===== src/rtl/seg_pkg.sv =====
// Shared constants, scan-state type and BCD-to-segment decode for the
// seven-segment scan controller.
package seg_pkg;

  localparam int         NUM_DIGITS = 4;
  localparam logic [6:0] SEG_BLANK  = 7'b1111111;
  localparam logic [3:0] AN_OFF     = 4'b1111;

  typedef enum logic {BLANK, DRIVE} scan_state_t;

  // Active-low {g,f,e,d,c,b,a}; non-decimal codes render as a blank digit.
  function automatic logic [6:0] seg_of_bcd(input logic [3:0] bcd);
    logic [6:0] pat;
    case (bcd)
      4'd0:    pat = 7'b1000000;
      4'd1:    pat = 7'b1111001;
      4'd2:    pat = 7'b0100100;
      4'd3:    pat = 7'b0110000;
      4'd4:    pat = 7'b0011001;
      4'd5:    pat = 7'b0010010;
      4'd6:    pat = 7'b0000010;
      4'd7:    pat = 7'b1111000;
      4'd8:    pat = 7'b0000000;
      4'd9:    pat = 7'b0010000;
      default: pat = SEG_BLANK;
    endcase
    return pat;
  endfunction

endpackage


===== src/rtl/seg_scan_ctrl_digit_decode.sv =====
// Combinational BCD-to-segment decoder applied to the currently selected digit.
module seg_digit_decode (
  input  logic [3:0] bcd,
  output logic [6:0] seg
);
  import seg_pkg::*;

  assign seg = seg_of_bcd(bcd);

endmodule


===== src/rtl/seg_scan_ctrl.sv =====
// Four-digit multiplexed seven-segment scan controller with per-slot blanking
// and blink; leading-zero blanking is built only when SEG_SCAN_LZB_EN is defined.
module seg_scan_ctrl #(
  parameter int CLK_HZ      = 100_000_000,
  parameter int REFRESH_HZ  = 1000,
  parameter int DEAD_CYCLES = 16,
  parameter int BLINK_HZ    = 2
) (
  input  logic        clk,
  input  logic        rst,
  input  logic        en,
  input  logic [15:0] digits,
  input  logic [3:0]  dp_mask,
  input  logic [3:0]  blink_mask,
  output logic [3:0]  an,
  output logic [6:0]  seg,
  output logic        dp,
  output logic        frame_start
);
  import seg_pkg::*;

  localparam int DIV        = CLK_HZ / REFRESH_HZ;
  localparam int BLINK_HALF = CLK_HZ / (2 * BLINK_HZ);
  localparam int CNT_W      = (DIV > 1) ? $clog2(DIV) : 1;
  localparam int BLINK_W    = (BLINK_HALF > 1) ? $clog2(BLINK_HALF) : 1;
  localparam logic [CNT_W-1:0]   CNT_LAST   = CNT_W'(DIV - 1);
  localparam logic [CNT_W-1:0]   DEAD_LAST  = CNT_W'(DEAD_CYCLES - 1);
  localparam logic [BLINK_W-1:0] BLINK_LAST = BLINK_W'(BLINK_HALF - 1);

  if (DEAD_CYCLES <= 0 || DEAD_CYCLES >= DIV) begin : g_bad_dead
    $error("seg_scan_ctrl: DEAD_CYCLES must satisfy 0 < DEAD_CYCLES < DIV");
  end

  scan_state_t               state;
  logic [CNT_W-1:0]          cnt;
  logic [1:0]                idx;
  logic [BLINK_W-1:0]        blink_cnt;
  logic                      blink_on;
  logic                      blink_on_slot;
  logic [4*NUM_DIGITS-1:0]   digits_sh;
  logic [NUM_DIGITS-1:0]     dp_sh;
  logic [NUM_DIGITS-1:0]     blink_sh;
  logic                      frame_tick;
  logic [3:0]                digit_sel;
  logic [6:0]                seg_dec;
  logic                      hide;

  assign frame_tick = en && (cnt == '0) && (idx == 2'd0);
  assign digit_sel  = digits_sh[{idx, 2'b00} +: 4];

  seg_digit_decode u_dec (
    .bcd (digit_sel),
    .seg (seg_dec)
  );

  // Blink phase is captured at slot start so a slot is either fully lit or fully dark.
  always_ff @(posedge clk or posedge rst) begin
    if (rst) begin
      blink_cnt     <= '0;
      blink_on      <= 1'b1;
      blink_on_slot <= 1'b1;
    end else begin
      if (blink_cnt == BLINK_LAST) begin
        blink_cnt <= '0;
        blink_on  <= ~blink_on;
      end else begin
        blink_cnt <= blink_cnt + BLINK_W'(1);
      end
      if (cnt == '0) blink_on_slot <= blink_on;
    end
  end

  always_ff @(posedge clk or posedge rst) begin
    if (rst) begin
      digits_sh <= '0;
      dp_sh     <= '0;
      blink_sh  <= '0;
    end else if (frame_tick) begin
      digits_sh <= digits;
      dp_sh     <= dp_mask;
      blink_sh  <= blink_mask;
    end
  end

`ifdef SEG_SCAN_LZB_EN
  logic [NUM_DIGITS-1:0] lzb_next;
  logic [NUM_DIGITS-1:0] lzb_sh;

  // A digit is blank only while it and every more-significant digit are zero.
  always_comb begin
    lzb_next    = '0;
    lzb_next[3] = (digits[15:12] == 4'd0);
    lzb_next[2] = lzb_next[3] && (digits[11:8] == 4'd0);
    lzb_next[1] = lzb_next[2] && (digits[7:4] == 4'd0);
  end

  always_ff @(posedge clk or posedge rst) begin
    if (rst)             lzb_sh <= '0;
    else if (frame_tick) lzb_sh <= lzb_next;
  end

  assign hide = (blink_sh[idx] && !blink_on_slot) || lzb_sh[idx];
`else
  assign hide = blink_sh[idx] && !blink_on_slot;
`endif

  always_ff @(posedge clk or posedge rst) begin
    if (rst) begin
      state       <= BLANK;
      cnt         <= '0;
      idx         <= 2'd0;
      an          <= AN_OFF;
      seg         <= SEG_BLANK;
      dp          <= 1'b1;
      frame_start <= 1'b0;
    end else if (!en) begin
      state       <= BLANK;
      cnt         <= '0;
      idx         <= 2'd0;
      an          <= AN_OFF;
      seg         <= SEG_BLANK;
      dp          <= 1'b1;
      frame_start <= 1'b0;
    end else begin
      frame_start <= frame_tick;
      if (cnt == CNT_LAST) begin
        cnt <= '0;
        idx <= idx + 2'd1;
      end else begin
        cnt <= cnt + CNT_W'(1);
      end
      case (state)
        BLANK: begin
          an  <= AN_OFF;
          seg <= SEG_BLANK;
          dp  <= 1'b1;
          if (cnt == DEAD_LAST) state <= DRIVE;
        end
        DRIVE: begin
          if (hide) begin
            an  <= AN_OFF;
            seg <= SEG_BLANK;
            dp  <= 1'b1;
          end else begin
            an  <= ~(4'b0001 << idx);
            seg <= seg_dec;
            dp  <= ~dp_sh[idx];
          end
          if (cnt == CNT_LAST) state <= BLANK;
        end
        default: state <= BLANK;
      endcase
    end
  end

endmodule


===== config.mk =====
export PLATFORM = sky130hd
export DESIGN_NAME = seg_scan_ctrl
export DESIGN_NICKNAME = d
export VERILOG_FILES = /design/src/rtl/seg_pkg.sv /design/src/rtl/seg_scan_ctrl_digit_decode.sv /design/src/rtl/seg_scan_ctrl.sv
export SDC_FILE = /design/constraint.sdc
export NUM_CORES = 1
export LEC_CHECK = 0
export ABC_CLOCK_PERIOD_IN_PS = 2400
export CAP_MARGIN = 10
export CORE_MARGIN = 1.5
export CORE_UTILIZATION = 51
export DETAILED_ROUTE_END_ITERATION = 8
export PLACE_DENSITY_LB_ADDON = 0.08
export SETUP_SLACK_MARGIN = 0.2
export SKIP_CTS_REPAIR_TIMING = 1
export SLEW_MARGIN = 10
export SYNTH_ARGS = -nofsm -noshare
export SYNTH_HDL_FRONTEND = slang
export SYNTH_SLANG_ARGS = --single-unit

===== constraint.sdc =====
create_clock -name clk -period 2.4 [get_ports clk]
set_input_delay 0.24 -clock clk [delete_from_list [all_inputs] [get_ports clk]]
set_output_delay 0.24 -clock clk [all_outputs]
set_load 0.005 [all_outputs]

==> results of run 1 <==
-- cell usage after synthesis (2+ instances only) --
cell / n / area share
xnor2_1: 12 / 0.026
o21a_1: 2 / 0.0036
and2_1: 2 / 0.0030
nor4_2: 2 / 0.0061
nor4_1: 2 / 0.0030
or4_1: 7 / 0.013
buf_6: 2 / 0.0055
o21ai_0: 11 / 0.013
dfstp_2: 14 / 0.089
nand4_1: 10 / 0.015
nand2_1: 25 / 0.023
nand3_1: 17 / 0.021
buf_2: 8 / 0.0097
clkbuf_2: 2 / 0.0024
nor4b_1: 4 / 0.0085
nor2b_1: 2 / 0.0030
mux2i_1: 3 / 0.0073
mux4_2: 6 / 0.033
and4_1: 9 / 0.019
inv_1: 16 / 0.015
dfrtp_1: 70 / 0.43
xor2_1: 15 / 0.032
nor3_1: 6 / 0.0073
a21oi_1: 15 / 0.018
nor2_1: 31 / 0.028
mux2_1: 2 / 0.0055
mux2_2: 23 / 0.063
or3_1: 5 / 0.0076
ha_1: 12 / 0.036
and3_1: 4 / 0.0061
o31ai_1: 7 / 0.013
clkbuf_1: 2 / 0.0018
or2_2: 2 / 0.0030
-- final cells by class --
type | instances | area, um^2 | share of cell area
clock buffer | 9 | 123.9 | 0.02574
tap | 102 | 127.6 | 0.02652
clock inverter | 7 | 58.81 | 0.01222
sequential | 84 | 2121 | 0.4407
inverter | 16 | 63.81 | 0.01326
timing repair buffer | 45 | 460.4 | 0.09568
multi-input combinational | 250 | 1857 | 0.3859
-- tightest hold or removal path, delay by kind of cell --
kind | cells | cell delay, ns
buf+inv | 3 | 0.88
-- cell families (layout without fill, tap and decap cells) --
family | after synthesis | after routing | synth area share
and+or+nand+nor | 136 | 136 | 0.1891
DFF | 84 | 84 | 0.5149
AOI/OAI and AO/OA | 41 | 41 | 0.05957
muxes | 34 | 34 | 0.1085
buffers and inverters | 30 | 77 | 0.03404
xor gates and xnor gates | 27 | 27 | 0.05745
adders and majority gates | 12 | 12 | 0.03647
-- registers in the layout, indices dropped and copies added, names as in the netlist --
register	count
dp_sh	4
state	1
blink_cnt	25
seg	7
digits_sh	16
dp	1
cnt	17
idx	2
blink_on	1
an	4
frame_start	1
blink_on_slot	1
blink_sh	4
-- layer usage --
metal	vias up	routed length (um)	global-route usage
li1	1388	-	-
met1	1355	3601	0.2705
met2	39	3416	0.2883
met3	10	220	0.04023
met4	0	105	0.07323
met5	-	0	0
-- per-stage QoR --
step                      setup slack (ns)  instance area, um^2
after floorplan                     0.5460                 4120
after global placement              0.3781                 4628
after detailed placement            0.3168                 4628
after CTS                           0.3009                 4811
after global routing                0.2890                 4812
final                               0.4251                 4812
-- worst paths after layout --
path | from | to | slack (ns) | depth (start not counted)
min in group clk | blink_mask[0] | blink_sh[0] | 0.48 | 2
setup reg to reg | cnt[12] | dp_sh[1] | 0.43 | 5
max in group asynchronous | rst | dp | 1.69 | 3
setup / recovery | cnt[12] | dp_sh[1] | 0.43 | 5
hold / removal | rst | blink_cnt[5] | 0.36 | 3
hold reg to reg | blink_sh[0] | blink_sh[0] | 0.49 | 1
-- power groups by stage --
stage / combinational (mW) / clock (mW) / sequential (mW)
global placement: 0.391 / 0 / 1.60
floorplan: 0.296 / 0 / 1.58
CTS: 0.404 / 0.978 / 1.57
global route: 0.444 / 1.04 / 1.59
finish: 0.398 / 0.945 / 1.57
detailed placement: 0.400 / 0 / 1.60
==> run_results.csv, run 1 <==
group,metric,value,unit
critical_path,worstPathArrival,2.22,ns
logic_synthesis,seq_area_frac_synth,0.5149,
routing,drt_iter0_markers,74,
floorplanning,fp.dieW,92.84,um
logic_synthesis,synthFlopType,"dfrtp_1",
timing,tightest_slew,0.4744,ns
global_routing,gr-total-overflow,0,
routing,drt-wirelength-per-cell,14.31,um
final_layout,final_common_cell,"dfrtp_1",
clock_network,cts_root_buf,"clkbuf_8",
status,run_status,"completed",
routing,dr.pass1.iters,4,
final_layout,layout_common_cells,"dfrtp_1 (69), clkdlybuf4s50_1 (39), nor2_1 (31), nand2_1 (25), mux2_2 (23)",
timing,maxSlewHeadroom,0.6814,
critical_path,worst_path_largest_cell_delay,0.42,ns
flow_run,cap_viol_max_count,0,
min_path,hp-class,"in2async",
critical_path,crit_path_cell_trace,"nor4_2 > nand4_2 > nor3_4 > buf_12 > mux2_2",
floorplanning,die_area,8619,um^2
final_layout,area_delta_synth_final,16.90,%
final_layout,fin_util,0.6195,
clock_network,clk_pin_slew,0.09,ns
timing,report.final.slew_viol_count,0,
critical_path,crit_slowest_cell,"dfrtp_1",
floorplanning,core,7767,um^2
final_layout,antennaDiodeCount,0,
critical_path,path_max_fanout,24,
timing,setup_violations,0,
logic_synthesis,ys_types,47,
clock_network,cts_sinks,84,
final_layout,fillerInstances,661,
timing,finalClockSkew,0.01104,ns
timing,post-route-period-util,0.8229,
critical_path,crit_required,2.64,ns
power,internal_power,2.129,mW
critical_path,crit_family,"simple AND/OR/NAND/NOR gates",
floorplanning,num_rows,32,
logic_synthesis,yosysWarnings,0,
logic_synthesis,ys_seq_elements,84,
clock_network,htreeDepth,3,
logic_synthesis,synth-edff-count,0,
final_layout,fin_cells,513,
logic_synthesis,synthCells,364,
timing,report.final.hold_viol_count,0,
timing,tns,0,ns
critical_path,crit_path_end_kind,"flip-flop",
final_layout,nets,445,
clock_network,cts_inserted_buffers,9,
floorplanning,ios,40,
floorplanning,initial_core_util,0.5300,
timing,rsz0062_at_grt,"no",
place,dp.final_hpwl,5044,um
routing,vias_per_cell,5.442,
timing,fmax,0.5064,GHz
final_layout,drive_above_1_share,0.1873,
clock_network,clkLatencyLatePin,0.36,ns
power,p_leak,1.973,nW
power,pwr-share-seq,0.539,
floorplanning,chipHeight,92.84,um
power,swShare,0.2695,
global_routing,antenna_found_initial,0,
routing,drc,0,
logic_synthesis,async_reset_ff_frac,1.000,
routing,ant_nets,0,
timing,fin_crit,1.975,ns
global_routing,grt_first_pass_wirelength,12960,um
place,io_buffers,39,
logic_synthesis,syn_area,4116,um^2
global_routing,grt_pass1_vias,2760,
power,power.total,2.915,mW
global_routing,grt_use_total,0.1911,
logic_synthesis,syn-num-nets,403,
logic_synthesis,avgSynthCellArea,11.31,um^2
power,ir_drop,0.0004058,V
place,routabilityCongestion,0.7990,
critical_path,start_kind,"flip-flop",
power,comb_power_share,0.136,
critical_path,crit_type,"reg2reg",
place,dpl.cell_count,497,
routing,vias,2792,
routing,wl,7343,um
timing,hold_ws,0.3556,ns
clock_network,clock_path_buffers,2,
power,netSwitchingPower,0.7856,mW
clock_network,tritoncts,"done",
power,p_per_area,605.8,nW/um^2
power,clkPwrFrac,0.324,
critical_path,critPathBufInv,1,
global_routing,grt_max_degree,85,
Power figures use the tool's default switching activity.
==> run 2: changes to the inputs <==
Settings changed: ABC_CLOCK_PERIOD_IN_PS 2400 to 1980, CORE_UTILIZATION 51 to 55.
Clock period 2.4 ns to 1.98 ns, I/O delays scaled along.
==> run_results.csv, run 2 (synthesis results as in run 1) <==
group,metric,value,unit
status,run_status,"completed",
floorplanning,num_rows,31,
final_layout,nets,475,
critical_path,reg2reg_to,"dp_sh[0]",
timing,maxSlewHeadroom,0.7552,
clock_network,tritoncts,"done",
power,internal_power,2.612,mW
final_layout,area_delta_synth_final,24.32,%
floorplanning,initial_core_util,0.5675,
routing,drt-wirelength-per-cell,15.52,um
final_layout,regMostFlops,"blink_cnt",
critical_path,crit_path_end_kind,"flip-flop",
final_layout,drive_above_1_share,0.2834,
power,swShare,0.2718,
power,comb_power_share,0.155,
min_path,hp-class,"in2async",
final_layout,layout_common_cells,"dfrtp_1 (66), clkdlybuf4s50_1 (39), nor2_1 (31), buf_4 (29), nand2_1 (24)",
final_layout,final_common_cell,"dfrtp_1",
critical_path,path_max_fanout,24,
power,netSwitchingPower,0.9746,mW
final_layout,multiInputGateArea,1913,um^2
final_layout,largest_reg_flops,25,
place,routabilityCongestion,0.8510,
timing,fin_ws,0.1568,ns
critical_path,reg2reg_depth,5,
final_layout,top_regs,"blink_cnt (25), cnt (17), digits_sh (16)",
critical_path,crit_required,2.21,ns
critical_path,r2r_slack,0.16,ns
power,pwr-share-seq,0.532,
timing,post-route-period-util,0.9208,
routing,ant_nets,0,
routing,wl,8382,um
routing,vias,2993,
clock_network,clk_pin_slew,0.09,ns
critical_path,crit_type,"reg2reg",
floorplanning,core,7253,um^2
floorplanning,fp.dieW,89.51,um
power,clkPwrFrac,0.313,
global_routing,grt_pass1_vias,2937,
final_layout,seqCellArea,2125,um^2
critical_path,start_kind,"flip-flop",
place,io_buffers,39,
global_routing,grt_max_degree,28,
timing,fin_crit,1.823,ns
critical_path,worstPathArrival,2.06,ns
timing,finalClockSkew,0.01227,ns
critical_path,crit_path_cell_trace,"nor3_1 > nand4_2 > nor3_4 > buf_12 > mux2_2",
power,ir_drop,0.0003960,V
critical_path,startpoint,"cnt[13]",
clock_network,htreeDepth,3,
final_layout,fillerInstances,544,
timing,report.final.slew_viol_count,0,
floorplanning,chipHeight,89.51,um
clock_network,cts_sinks,84,
flow_run,cap_viol_max_count,0,
floorplanning,die_area,8012,um^2
critical_path,worst_path_largest_cell_delay,0.44,ns
clock_network,cts_root_buf,"clkbuf_8",
floorplanning,ios,40,
routing,drc,0,
global_routing,grt_use_total,0.2208,
clock_network,clock_path_buffers,2,
power,p_leak,2.119,nW
routing,drt_iter0_markers,106,
global_routing,grt_first_pass_wirelength,13460,um
timing,setup_violations,0,
global_routing,antenna_found_initial,0,
timing,rsz0062_at_grt,"yes",
final_layout,antennaDiodeCount,0,
critical_path,r2r-start,"cnt[13]",
place,dp.final_hpwl,5905,um
routing,vias_per_cell,5.543,
timing,tns,0,ns
clock_network,clkLatencyLatePin,0.36,ns
timing,tightest_slew,0.3621,ns
clock_network,cts_inserted_buffers,9,
timing,report.final.hold_viol_count,0,
global_routing,gr-total-overflow,0,
power,p_per_area,700.8,nW/um^2
critical_path,crit_slowest_cell,"dfrtp_1",
place,pre_cts_ws,0.1217,ns
routing,dr.pass1.iters,4,
timing,fmax,0.5485,GHz
[run 2: metrics by stage]
step,util,cell area [um^2],std cells,hold WS (ns),power [mW]
floorplan,-,4136,364,0.3201,2.275
global placement,0.6600,4787,514,0.4719,2.414
detailed placement,0.6600,4787,514,0.4713,2.437
CTS,0.6843,4964,530,0.1303,3.545
global route,0.7055,5117,540,0.1331,3.754
finish,0.7055,5117,540,0.1307,3.586
[run 2: area by class of cell]
cell class | count | share of cell area
clock buffers | 10 | 0.02494
clock inverters | 6 | 0.009535
inverters | 16 | 0.01247
multi-input cells | 250 | 0.3738
flip-flops and latches | 84 | 0.4152
well taps | 99 | 0.02421
repair buffers | 75 | 0.1399
[run 2: power by group through the flow]
stage	clock network, mW	registers (mW)	logic (mW)
after global routing	1.22	1.92	0.606
after CTS	1.14	1.91	0.499
final	1.12	1.91	0.556
after global placement	0	1.94	0.477
after floorplan	0	1.92	0.359
after detailed placement	0	1.94	0.495
[run 2: layer usage]
metal	global-route usage	share of wire	vias up
met3	0.04801	0.037	12
met5	0	0	-
met4	0.07413	0.019	0
met1	0.2830	0.46	1492
met2	0.3732	0.49	51
li1	-	-	1438
[run 2: critical path, delay by kind of cell (launching register included)]
family                 cells  cell delay (ns)
buffers and inverters      1             0.20
and+or+nand+nor            3             0.70
DFF                        1             0.44
muxes                      1             0.36
[run 2: how the worst max path moves through the flow]
stage | endpoint | slack [ns] | cells after the start
floorplan | blink_sh[1] | 0.19 | 5
global placement | seg[1] | 0.16 | 5
detailed placement | dp_sh[0] | 0.12 | 5
CTS | dp_sh[0] | 0.11 | 5
global route | dp_sh[0] | 0.08 | 5
finish | dp_sh[0] | 0.16 | 5
